[config.mk]
export PLATFORM = sky130hd
export DESIGN_NAME = frame_capture_ctrl
export DESIGN_NICKNAME = d
export VERILOG_FILES = /design/src/rtl/frame_capture_ctrl.sv
export SDC_FILE = /design/constraint.sdc
export NUM_CORES = 1
export LEC_CHECK = 0
export ABC_AREA = 1
export CAP_MARGIN = 20
export CELL_PAD_IN_SITES_DETAIL_PLACEMENT = 1
export CELL_PAD_IN_SITES_GLOBAL_PLACEMENT = 2
export CORE_UTILIZATION = 30
export CTS_CLUSTER_DIAMETER = 150
export CTS_CLUSTER_SIZE = 8
export DETAILED_ROUTE_END_ITERATION = 10
export PLACE_DENSITY_LB_ADDON = 0.05
export SKIP_LAST_GASP = 1
export SLEW_MARGIN = 25
export SYNTH_ARGS = -nofsm -noshare
export SYNTH_HDL_FRONTEND = slang
export SYNTH_SLANG_ARGS = --single-unit
[constraint.sdc]
create_clock -name i_clk -period 5.07 [get_ports i_clk]
set_input_delay 1.014 -clock i_clk [delete_from_list [all_inputs] [get_ports i_clk]]
set_output_delay 1.014 -clock i_clk [all_outputs]
set_load 0.01 [all_outputs]
[src/rtl/frame_capture_ctrl.sv]
// Frame capture controller: aligns captured pixel streams to start-of-frame,
// generates linear row-major frame-buffer write addresses and reports frame
// completion / short-frame restarts. Upstream is never back-pressured; beats
// that are not captured are simply dropped.
module frame_capture_ctrl #(
    parameter int DW     = 12,
    parameter int WIDTH  = 640,
    parameter int HEIGHT = 480,
    parameter int AW     = 19
) (
    input  logic          i_clk,
    input  logic          i_rst,
    input  logic [1:0]    i_mode,
    input  logic          i_snap,
    input  logic          i_data_valid,
    input  logic          i_sof,
    input  logic [DW-1:0] i_data,
    output logic          o_data_ready,
    output logic          o_wr_en,
    output logic [AW-1:0] o_wr_addr,
    output logic [DW-1:0] o_wr_data,
    output logic          o_busy,
    output logic          o_frame_done,
    output logic          o_err_short,
    output logic [7:0]    o_frame_cnt
);

    // Address of the final pixel of a frame (WIDTH*HEIGHT is assumed >= 2).
    localparam logic [AW-1:0] LAST_ADDR = AW'(WIDTH * HEIGHT - 1);

    typedef enum logic [1:0] {
        S_IDLE     = 2'd0,
        S_WAIT_SOF = 2'd1,
        S_CAPTURE  = 2'd2
    } state_t;

    state_t        state_q, state_d;
    logic [AW-1:0] cnt_q, cnt_d;
    logic          wr_d;
    logic [AW-1:0] addr_d;
    logic          done_d;
    logic          err_d;
    logic          beat_acc;
    logic          mode_cont;
    logic          mode_active;

    assign beat_acc    = i_data_valid & o_data_ready;
    assign mode_cont   = (i_mode == 2'b01);
    // Single mode keeps an armed capture waiting for SOF; stop/11 abandons it.
    assign mode_active = (i_mode == 2'b01) || (i_mode == 2'b10);

    // State, address counter and registered outputs.
    always_ff @(posedge i_clk) begin
        if (i_rst) begin
            state_q      <= S_IDLE;
            cnt_q        <= '0;
            o_data_ready <= 1'b0;
            o_wr_en      <= 1'b0;
            o_wr_addr    <= '0;
            o_wr_data    <= '0;
            o_busy       <= 1'b0;
            o_frame_done <= 1'b0;
            o_err_short  <= 1'b0;
            o_frame_cnt  <= '0;
        end else begin
            state_q      <= state_d;
            cnt_q        <= cnt_d;
            o_data_ready <= 1'b1;
            o_wr_en      <= wr_d;
            o_wr_addr    <= addr_d;
            o_wr_data    <= wr_d ? i_data : '0;
            o_busy       <= (state_d != S_IDLE);
            o_frame_done <= done_d;
            o_err_short  <= err_d;
            o_frame_cnt  <= o_frame_cnt + {7'd0, done_d};
        end
    end

    // Next state, next counter and the write/pulse decisions for this beat.
    always_comb begin
        state_d = state_q;
        cnt_d   = cnt_q;
        wr_d    = 1'b0;
        addr_d  = '0;
        done_d  = 1'b0;
        err_d   = 1'b0;
        case (state_q)
            S_IDLE: begin
                if (mode_cont || (i_mode == 2'b10 && i_snap))
                    state_d = S_WAIT_SOF;
            end
            S_WAIT_SOF: begin
                // A SOF beat wins even if the mode drops in the same cycle.
                if (beat_acc && i_sof) begin
                    wr_d    = 1'b1;
                    cnt_d   = AW'(1);
                    state_d = S_CAPTURE;
                end else if (!mode_active) begin
                    state_d = S_IDLE;
                end
            end
            S_CAPTURE: begin
                if (beat_acc) begin
                    wr_d = 1'b1;
                    if (i_sof) begin
                        // Short frame: restart at 0 without counting a frame.
                        err_d = 1'b1;
                        cnt_d = AW'(1);
                    end else begin
                        addr_d = cnt_q;
                        if (cnt_q == LAST_ADDR) begin
                            done_d  = 1'b1;
                            cnt_d   = '0;
                            state_d = mode_cont ? S_WAIT_SOF : S_IDLE;
                        end else begin
                            cnt_d = cnt_q + AW'(1);
                        end
                    end
                end
            end
            default: state_d = S_IDLE;
        endcase
    end

endmodule

==> run_summary.xml, run 1 <==
<?xml version="1.0" encoding="UTF-8"?>
<metrics>
  <group name="sta">
    <metric name="fin_worst_skew" unit="ns">0.00295</metric>
    <metric name="rsz0062_at_grt" unit="">no</metric>
    <metric name="worst_slew_pin_slew" unit="ns">0.568</metric>
    <metric name="finalHoldViolCount" unit="">0</metric>
    <metric name="slew_violations" unit="">0</metric>
    <metric name="finalSetupTns" unit="ns">0</metric>
    <metric name="setup_violations" unit="">0</metric>
    <metric name="layout_worst_path_cycle_share" unit="">0.561</metric>
    <metric name="layout_min_cycle_time" unit="ns">2.84</metric>
    <metric name="max_clock_freq" unit="MHz">352</metric>
    <metric name="maxSlewHeadroom" unit="">0.620</metric>
  </group>
  <group name="yosys">
    <metric name="synth_cell_type_count" unit="">30</metric>
    <metric name="syn_nets" unit="">390</metric>
    <metric name="number_of_synthesis_warnings" unit="">0</metric>
    <metric name="ys_ff_latch" unit="">65</metric>
    <metric name="seq_area_frac_synth" unit="">0.474</metric>
    <metric name="synthesized_netlist_cell_count" unit="">362</metric>
    <metric name="synth_area" unit="sq mm">0.00274</metric>
    <metric name="syn_area_per_cell" unit="sq um">7.58</metric>
  </group>
  <group name="power">
    <metric name="flop_pwr_share" unit="">0.523</metric>
    <metric name="power_density" unit="mW/mm^2">271</metric>
    <metric name="power.share.clock" unit="">0.428</metric>
    <metric name="max-vdd-ir-drop" unit="V">0.000140</metric>
    <metric name="p_int" unit="W">0.000767</metric>
    <metric name="switching_power" unit="W">0.000219</metric>
    <metric name="power.share.combinational" unit="">0.048</metric>
    <metric name="power.switching_fraction" unit="">0.223</metric>
    <metric name="cellLeakagePower" unit="nW">1.49</metric>
  </group>
  <group name="cts">
    <metric name="ctsRootBufferMaster" unit="">sky130_fd_sc_hd__clkbuf_8</metric>
    <metric name="cts_made_buffers" unit="">9</metric>
    <metric name="post_cts_hold_buffer_count" unit="">0</metric>
    <metric name="cts.sinks" unit="">65</metric>
    <metric name="h-tree-depth" unit="">3</metric>
    <metric name="clkSlewWorstSetupHoldPaths" unit="ns">0.07</metric>
    <metric name="postCtsSetupBuffers" unit="">0</metric>
    <metric name="cts_buffer_depth" unit="">2</metric>
    <metric name="cts_tree" unit="">built</metric>
    <metric name="clkLatencyLatePin" unit="ns">0.33</metric>
    <metric name="cts_resized" unit="">0</metric>
  </group>
  <group name="global_route">
    <metric name="grt.busiest_layer" unit="">met2</metric>
    <metric name="globalRouteMet1Util" unit="">0.187</metric>
    <metric name="global_route.usage.total" unit="">0.157</metric>
    <metric name="grt_first_pass_wirelength" unit="um">11800</metric>
    <metric name="largest_net_degree_at_the_start_of_global_routing" unit="">20</metric>
    <metric name="grt.met3_usage" unit="">0.0432</metric>
    <metric name="grt_util_met2" unit="">0.268</metric>
    <metric name="vias_in_the_first_global_route" unit="">2493</metric>
    <metric name="overflow" unit="">0</metric>
    <metric name="antenna_found_initial" unit="">0</metric>
  </group>
  <group name="die">
    <metric name="die_h" unit="um">97.6</metric>
    <metric name="floorplan.io_pins" unit="">63</metric>
    <metric name="die_w" unit="um">97.6</metric>
    <metric name="floorplan.rows" unit="">34</metric>
    <metric name="floorplan.die_area" unit="sq mm">0.00953</metric>
    <metric name="initial_core_util" unit="">0.312</metric>
    <metric name="core_region_area" unit="sq mm">0.00881</metric>
  </group>
  <group name="finish">
    <metric name="area.growth.synth_to_final" unit="%">32.6</metric>
    <metric name="fin_area" unit="sq mm">0.00364</metric>
    <metric name="finish.net_count" unit="">455</metric>
    <metric name="filler_cell_count" unit="">1089</metric>
    <metric name="diodes" unit="">0</metric>
    <metric name="post_route_cells_drive_above_1_share" unit="">0.0856</metric>
  </group>
  <group name="flow_run">
    <metric name="drv_cap" unit="">0</metric>
  </group>
  <group name="outcome">
    <metric name="outcome" unit="">finished, violations left</metric>
    <metric name="failed_checks" unit="">DRC</metric>
  </group>
  <group name="critical_path">
    <metric name="worstPathCellList" unit="">clkdlybuf4s50_1 -&gt; nor2_1 -&gt; nand4_1 -&gt; inv_1 -&gt; ha_1 -&gt; ha_1 -&gt; nand2_1 -&gt; nor2_1 -&gt; nand3_1 -&gt; o21ai_0 -&gt; a21oi_1</metric>
    <metric name="timing.setup.critical_path_class" unit="">input pin to flip-flop</metric>
    <metric name="crit_path_max_incr_delay" unit="ns">0.51</metric>
    <metric name="timing.critical_path.slowest_stage_cell" unit="">sky130_fd_sc_hd__clkdlybuf4s50_1</metric>
    <metric name="critPathMaxFanout" unit="">6</metric>
    <metric name="worstSetupStartpointType" unit="">input pin</metric>
    <metric name="cp_data_required_time" unit="ns">5.30</metric>
    <metric name="crit_path_end_kind" unit="">flip-flop</metric>
    <metric name="timing.critical_path.arrival" unit="ns">3.07</metric>
  </group>
  <group name="drt">
    <metric name="firstDrtPassIters" unit="">7</metric>
    <metric name="routed_wirelength" unit="um">6860</metric>
    <metric name="ant_nets" unit="">0</metric>
    <metric name="vias" unit="">2437</metric>
    <metric name="wire_per_inst" unit="um">12.7</metric>
    <metric name="drt-vias-per-instance" unit="">4.51</metric>
    <metric name="drc" unit="">2</metric>
    <metric name="drt_first_iter_violations" unit="">26</metric>
  </group>
  <group name="placement">
    <metric name="port_buffers" unit="">62</metric>
    <metric name="place_area" unit="sq mm">0.00344</metric>
    <metric name="post-dp-hpwl" unit="um">5240</metric>
    <metric name="place_congestion" unit="">0.777</metric>
  </group>
  <group name="worst_hold_path">
    <metric name="hold_path.class" unit="">flip-flop to flip-flop</metric>
  </group>
</metrics>
-- per-layer routing --
layer  share of wire  wire length (um)
met5               0                 0
met4           0.011                78
met3           0.040               274
met2            0.48              3290
met1            0.47              3220
-- cell families after synthesis --
logic type | after synthesis | synth area share
AND/OR/NAND/NOR | 182 | 0.306
flip-flops | 65 | 0.474
XOR/XNOR | 5 | 0.0160
buffers and inverters | 74 | 0.110
AO/OA/AOI/OAI | 27 | 0.0529
adder cells (fa/ha/maj) | 9 | 0.0410
-- worst max-delay path, delay by kind of cell --
family                   cells  cell delay, ns
buffers and inverters        2            0.60
adder cells (fa/ha/maj)      2            0.34
AND/OR/NAND/NOR              5            0.89
AO/OA/AOI/OAI                2            0.22
-- power by group through the flow --
stage | Combinational [W] | Clock [W] | Sequential [W]
after detailed placement | 0.0000485 | 0 | 0.000528
final | 0.0000476 | 0.000422 | 0.000516
after global placement | 0.0000479 | 0 | 0.000528
after CTS | 0.0000488 | 0.000439 | 0.000516
after global routing | 0.0000539 | 0.000467 | 0.000516
after floorplan | 0.0000257 | 0 | 0.000528
-- registers in the layout, indices dropped and copies added (netlist names), 2 cells and up --
| register | flops |
|---|---|
| o_wr_data | 12 |
| o_frame_cnt | 8 |
| state_q | 2 |
| cnt_q | 19 |
| o_wr_addr | 19 |
-- through the flow --
stage	hold slack (ns)	utilization	std cells	worst slack [ns]	total power, W
floorplan	0.435	-	362	2.77	0.000553
detailed placement	0.462	0.391	524	1.86	0.000576
finish	0.471	0.413	540	2.23	0.000986
global placement	0.464	0.391	524	1.91	0.000576
global route	0.510	0.413	540	2.03	0.00104
CTS	0.473	0.413	540	2.21	0.00100
-- synth_stat cells --
cell | n | area share
sky130_fd_sc_hd__nor2_1 | 67 | 0.092
sky130_fd_sc_hd__dfxtp_1 | 65 | 0.47
sky130_fd_sc_hd__inv_1 | 65 | 0.089
sky130_fd_sc_hd__nand2_1 | 52 | 0.071
sky130_fd_sc_hd__nand3_1 | 22 | 0.040
sky130_fd_sc_hd__o21ai_0 | 16 | 0.029
sky130_fd_sc_hd__nand4_1 | 11 | 0.025
sky130_fd_sc_hd__ha_1 | 9 | 0.041
sky130_fd_sc_hd__nor2_2 | 9 | 0.021
sky130_fd_sc_hd__nor3_1 | 8 | 0.015
sky130_fd_sc_hd__a21oi_1 | 6 | 0.011
sky130_fd_sc_hd__nand2_2 | 5 | 0.011
sky130_fd_sc_hd__buf_2 | 4 | 0.0073
sky130_fd_sc_hd__xor2_1 | 4 | 0.013
sky130_fd_sc_hd__clkbuf_1 | 2 | 0.0027
sky130_fd_sc_hd__nand2_4 | 2 | 0.0082
sky130_fd_sc_hd__nor2_4 | 2 | 0.0082
sky130_fd_sc_hd__a21o_1 | 1 | 0.0027
sky130_fd_sc_hd__a31oi_1 | 1 | 0.0023
sky130_fd_sc_hd__buf_12 | 1 | 0.0073
sky130_fd_sc_hd__buf_4 | 1 | 0.0027
sky130_fd_sc_hd__inv_2 | 1 | 0.0014
sky130_fd_sc_hd__nand3_2 | 1 | 0.0036
sky130_fd_sc_hd__nand3b_1 | 1 | 0.0027
sky130_fd_sc_hd__nand4_2 | 1 | 0.0046
sky130_fd_sc_hd__nor3_2 | 1 | 0.0036
sky130_fd_sc_hd__o21a_1 | 1 | 0.0027
sky130_fd_sc_hd__o21ai_1 | 1 | 0.0018
sky130_fd_sc_hd__o32ai_1 | 1 | 0.0032
sky130_fd_sc_hd__xnor2_1 | 1 | 0.0032
-- cells in the final DEF (no fill, tap or decap), drive strengths merged --
master and instances:
clkinv 2, nand4 12, clkbuf 14, a21o 1
xor2 4, o21a 1, nand3 23, a31oi 1
nand2 59, xnor2 1, nand3b 1, inv 66
clkdlybuf4s50 62, a21oi 6, nor2 78, o21ai 17
dfxtp 65, o32ai 1, nor3 9, ha 9
-- worst paths after layout --
check	endpoint	slack (ns)	start	depth (start not counted)
worst max-delay path	o_frame_cnt[6]	2.23	i_sof	11
worst min-delay path	o_wr_addr[1]	0.47	cnt_q[1]	2
worst max register to register	cnt_q[11]	2.74	state_q[0]	11
worst min register to register	o_wr_addr[1]	0.47	cnt_q[1]	2
-- area by class of cell --
cell class	instances	area [sq um]	area share
Clock buffer	14	183	0.0502
Clock inverter	2	10.0	0.00275
Inverter	66	248	0.0681
Multi-Input combinational cell	223	1140	0.313
Sequential cell	65	1300	0.358
Tap cell	108	135	0.0372
Timing Repair Buffer	62	621	0.171
(Power assumes the default switching activity.)
==> run 2: changes to the inputs <==
CORE_UTILIZATION = 25   (was 30)
clock period = 2.35 ns   (was 5.07 ns; I/O delays follow)
==> run 2 against run 1 <==
  * The run now ends clean
  * Global-route usage is 1.2 points lower
  * Cell count is 8.1% higher
  * Non-clock buffer count is 18 higher
  * First-iteration DRC count is 46% higher
  * Register-to-register slack worse by 2.5 ns
  * Clock skew is 0.0093 ns higher
  * Critical endpoint unchanged
==> run_summary.xml, run 2 (synthesis gave the netlist of run 1 again) <==
<?xml version="1.0" encoding="UTF-8"?>
<metrics>
  <group name="die">
    <metric name="floorplan.io_pins" unit="">63</metric>
    <metric name="die_w" unit="um">107</metric>
    <metric name="die_h" unit="um">107</metric>
    <metric name="core_region_area" unit="sq mm">0.0105</metric>
    <metric name="floorplan.die_area" unit="sq mm">0.0114</metric>
    <metric name="initial_core_util" unit="">0.262</metric>
    <metric name="floorplan.rows" unit="">37</metric>
  </group>
  <group name="drt">
    <metric name="routed_wirelength" unit="um">7350</metric>
    <metric name="firstDrtPassIters" unit="">4</metric>
    <metric name="drc" unit="">0</metric>
    <metric name="drt_first_iter_violations" unit="">38</metric>
    <metric name="met2_length" unit="um">3590</metric>
    <metric name="vias" unit="">2468</metric>
    <metric name="highest-signal-layer" unit="">met4</metric>
    <metric name="wl_on_met1" unit="um">3410</metric>
    <metric name="wire_per_inst" unit="um">12.6</metric>
    <metric name="drt-vias-per-instance" unit="">4.23</metric>
    <metric name="routed-wl-met3" unit="um">248</metric>
    <metric name="ant_nets" unit="">0</metric>
  </group>
  <group name="finish">
    <metric name="area.growth.synth_to_final" unit="%">38.2</metric>
    <metric name="layout_commonest_cell" unit="">sky130_fd_sc_hd__nor2_1</metric>
    <metric name="most-common-layout-cells" unit="">67 x sky130_fd_sc_hd__nor2_1, 65 x sky130_fd_sc_hd__inv_1, 64 x sky130_fd_sc_hd__dfxtp_1</metric>
    <metric name="post_layout_nonfiller_instances" unit="">584</metric>
    <metric name="finish.net_count" unit="">473</metric>
    <metric name="diodes" unit="">0</metric>
    <metric name="post_route_cells_drive_above_1_share" unit="">0.121</metric>
    <metric name="post-route-util" unit="">0.362</metric>
    <metric name="top_regs" unit="">cnt_q: 19 flops, o_wr_addr: 19 flops, o_wr_data: 12 flops</metric>
  </group>
  <group name="critical_path">
    <metric name="timing.critical_path.slowest_stage_cell" unit="">sky130_fd_sc_hd__dfxtp_1</metric>
    <metric name="crit_path_max_incr_delay" unit="ns">0.38</metric>
    <metric name="timing.setup.critical_path_class" unit="">flip-flop to flip-flop</metric>
    <metric name="worstSetupStartpointType" unit="">flip-flop</metric>
    <metric name="crit_path_end_kind" unit="">flip-flop</metric>
    <metric name="crit_reg_reg_startpoint" unit="">cnt_q[11]</metric>
    <metric name="critical_path.startpoint" unit="">cnt_q[11]</metric>
    <metric name="cp_data_required_time" unit="ns">2.59</metric>
    <metric name="timing.critical_path.arrival" unit="ns">2.35</metric>
    <metric name="worstPathCellList" unit="">nand2_2 -&gt; nor2_4 -&gt; nand2_1 -&gt; nor3_4 -&gt; nand4_1 -&gt; inv_1 -&gt; ha_1 -&gt; ha_1 -&gt; nand2_1 -&gt; nor2_1 -&gt; nand3_1 -&gt; o21ai_0 -&gt; a21oi_1</metric>
    <metric name="critPathMaxFanout" unit="">4</metric>
  </group>
  <group name="sta">
    <metric name="rsz0062_at_grt" unit="">yes</metric>
    <metric name="worst_slew_pin_slew" unit="ns">0.566</metric>
    <metric name="fin_worst_skew" unit="ns">0.0123</metric>
    <metric name="max_clock_freq" unit="MHz">472</metric>
    <metric name="finalSetupTns" unit="ns">0</metric>
    <metric name="slew_violations" unit="">0</metric>
    <metric name="setup_violations" unit="">0</metric>
    <metric name="fin_worst_hold_slack" unit="ns">0.466</metric>
    <metric name="layout_min_cycle_time" unit="ns">2.12</metric>
    <metric name="layout_worst_path_cycle_share" unit="">0.901</metric>
    <metric name="maxSlewHeadroom" unit="">0.622</metric>
    <metric name="finalHoldViolCount" unit="">0</metric>
  </group>
  <group name="cts">
    <metric name="cts.sinks" unit="">65</metric>
    <metric name="h-tree-depth" unit="">3</metric>
    <metric name="cts_buffer_depth" unit="">2</metric>
    <metric name="ctsRootBufferMaster" unit="">sky130_fd_sc_hd__clkbuf_8</metric>
    <metric name="clkSlewWorstSetupHoldPaths" unit="ns">0.07</metric>
    <metric name="post_cts_hold_buffer_count" unit="">0</metric>
    <metric name="cts_made_buffers" unit="">9</metric>
    <metric name="clkLatencyLatePin" unit="ns">0.35</metric>
    <metric name="cts_tree" unit="">built</metric>
  </group>
  <group name="placement">
    <metric name="post-dp-hpwl" unit="um">5680</metric>
    <metric name="place_inst" unit="">567</metric>
    <metric name="port_buffers" unit="">62</metric>
    <metric name="place_congestion" unit="">0.748</metric>
  </group>
  <group name="global_route">
    <metric name="grt_first_pass_wirelength" unit="um">12600</metric>
    <metric name="overflow" unit="">0</metric>
    <metric name="largest_net_degree_at_the_start_of_global_routing" unit="">20</metric>
    <metric name="global_route.usage.total" unit="">0.145</metric>
    <metric name="vias_in_the_first_global_route" unit="">2600</metric>
    <metric name="antenna_found_initial" unit="">0</metric>
  </group>
  <group name="flow_run">
    <metric name="drv_cap" unit="">0</metric>
  </group>
  <group name="power">
    <metric name="power_density" unit="mW/mm^2">529</metric>
    <metric name="cellLeakagePower" unit="nW">1.58</metric>
    <metric name="max-vdd-ir-drop" unit="V">0.000232</metric>
  </group>
  <group name="worst_hold_path">
    <metric name="hold_path.class" unit="">flip-flop to flip-flop</metric>
    <metric name="hold_start" unit="">cnt_q[1]</metric>
  </group>
  <group name="outcome">
    <metric name="outcome" unit="">finished clean</metric>
  </group>
</metrics>
## run 2: cell types whose count changed in the layout (fill, tap and decap cells not counted), sizes merged
cell and delta:
clkbuf -1, clkinv -1, buf +18
## run 2: path summary, 6_finish.rpt
kind	endpoint	slack, ns	cells after the start
max	o_frame_cnt[6]	0.23	13
min	o_wr_addr[1]	0.47	2
max reg2reg	o_frame_cnt[6]	0.23	13
min reg2reg	o_wr_addr[1]	0.47	2
## run 2: layer usage
metal  global-route usage  up-vias
met4               0.0558        0
li1                     -     1275
met3               0.0401        8
met5                    0        -
met2                0.242       47
met1                0.176     1138
## run 2: layout make-up
class                   instances  area (sq um)
inverters                      66           248
fillers                      1322          6670
clock buffers                  13           139
repair buffers                 80           768
flip-flops and latches         65          1300
clock inverters                 1          5.00
multi-input cells             223          1160
well taps                     136           170
## run 2: metrics by stage
stage                     setup WS (ns)  cell area (sq um)  total power (W)
final                             0.233               3790          0.00201
after detailed placement        -0.0392               3600          0.00125
after global routing           -0.00630               3790          0.00211
after floorplan                   0.493               2740          0.00119
after CTS                        0.0839               3750          0.00205
after global placement           0.0697               3600          0.00125
## run 2: where the power goes
| group | switching (W) | internal, W | total (W) |
|---|---|---|---|
| sequential | 0.00000596 | 0.00111 | 0.00111 |
| combinational | 0.0000552 | 0.0000588 | 0.000114 |
| clock | 0.000408 | 0.000371 | 0.000779 |
## run 2: what timing repair did
item | 4_1_cts | 5_1_grt
resized for setup | 0 | 5
setup endpoints to repair | 0 | 5
setup buffers | 0 | 3
## run 2: worst max-delay path, delay by kind of cell (launching register included)
family,cells,cell delay [ns]
AO/OA/AOI/OAI,2,0.21
adder cells (fa/ha/maj),2,0.34
buffers and inverters,1,0.08
flip-flops,1,0.38
AND/OR/NAND/NOR,8,0.98
==> RTL edit: new RTL, settings of run 2 <==
The parameter `WIDTH` goes from 640 to 480.
--- a/src/rtl/frame_capture_ctrl.sv
+++ b/src/rtl/frame_capture_ctrl.sv
@@ -4,7 +4,7 @@
 // that are not captured are simply dropped.
 module frame_capture_ctrl #(
     parameter int DW     = 12,
-    parameter int WIDTH  = 640,
+    parameter int WIDTH  = 480,
     parameter int HEIGHT = 480,
     parameter int AW     = 19
 ) (
Behaviour: no difference found for any inputs over 10 cycles, from zero or initial values and one cycle with i_rst high; that may be too few to reach the edited logic, so the function may still have changed.
==> RTL edit against run 2 <==
  * Sequential cell count is the same
  * Sequential power is essentially flat
  * Design area shrank 0.50%
  * Sequential share of layout area grew 0.17 points
  * Wire length shrank 3.9%
  * Power grew 12%
  * Clock power grew 31%
  * Synthesized area shrank 2.9%
  * Setup slack lost 0.016 ns
  * Highest routed layer unchanged
==> RTL edit: results (changes against run 2) <==
status=finished clean; clock buf count=12 (-1); # Post-CTS Setup Buffers=0 (unchanged); Area contributors post-synth=dfxtp_1, nor2_1, inv_1, nand2_1, ha_1; vias in the first global route=2477 (-4.7%); vias per cell=4.25 (+0.47%); Synth Area in Compound Gates=0.0634 (+0.0105); Final Non-Filler Cells=573 (-1.9%); fin crit share=0.908 (+0.00687); share of the yosys chip area belonging to registers=0.488 (+0.0140); Seq area share=0.345 (+0.00171); slowest CP cell=dfxtp_2; Plain + repair buffers=79 (-1.3%); GRT Total Usage=0.138 (-0.00691); Starting DRT DRC Count=24 (-37%); Worst Tran Pin Value=0.380 ns (-0.186 ns); crit path max fanout=4 (unchanged); Setup WS pre-CTS=-0.0423 ns (-0.00315 ns); first-pass GRT wire length=11700 µm (-7.1%); R2R cell count=12 (-1); final core utilization=0.365 (+0.00306); Synth top cells by count=nor2_1, dfxtp_1, inv_1; Leak=1.57 nW (-0.47%); overall routed net length=7060 µm (-3.9%); Synth Area in XOR/XNOR=0.00657 (-0.00939); syn avg cell area=7.59 µm² (+0.17%); post-DP HPWL=5390 µm (-5.1%); fraction of area in multi-input gates=0.283 (-0.0224); post-synthesis adder-cell area fraction=0.0423 (+0.00121); number of multi-input logic gates=209 (-6.3%); Clock-cell share=0.0570 (+0.0191); Inverters excl. clock=68 (+3.0%); share of post-route cells with drive strength above 1=0.117 (-0.00383); Worst R2R Start=cnt_q[1]; Worst Clk Skew=0.00924 ns (-0.00305 ns); Nets=460 (-2.7%); largest net degree at the start of global routing=21 (+5.0%); root buf cell=clkbuf_8; CP max stage delay=0.36 ns (-0.02 ns); fillcell total=1253 (-5.2%); HP Class=flip-flop to flip-flop; Post-DP Area=0.00354 mm² (-1.7%)
-- RTL edit: power by group --
group	internal, W	total (W)	leakage (nW)	switching (W)
logic	0.0000609	0.000120	0.939	0.0000587
registers	0.00111	0.00111	0.525	0.00000440
clock network	0.000575	0.00102	0.105	0.000446
-- RTL edit: how the worst min path moves through the flow --
stage / start / slack [ns] / end / cells after the start
6_report: cnt_q[1] / 0.46 / o_wr_addr[1] / 2
5_1_grt: cnt_q[1] / 0.48 / o_wr_addr[1] / 2
4_1_cts: cnt_q[9] / 0.47 / o_wr_addr[9] / 2
3_5_place_dp: cnt_q[9] / 0.46 / o_wr_addr[9] / 2
3_3_place_gp: cnt_q[9] / 0.46 / o_wr_addr[9] / 2
2_1_floorplan: cnt_q[9] / 0.43 / o_wr_addr[9] / 2
-- RTL edit: routing by layer --
layer | wire, µm | GRT usage
met2 | 3400 | 0.227
met5 | 0 | 0
met1 | 3300 | 0.168
met4 | 106 | 0.0573
met3 | 257 | 0.0408
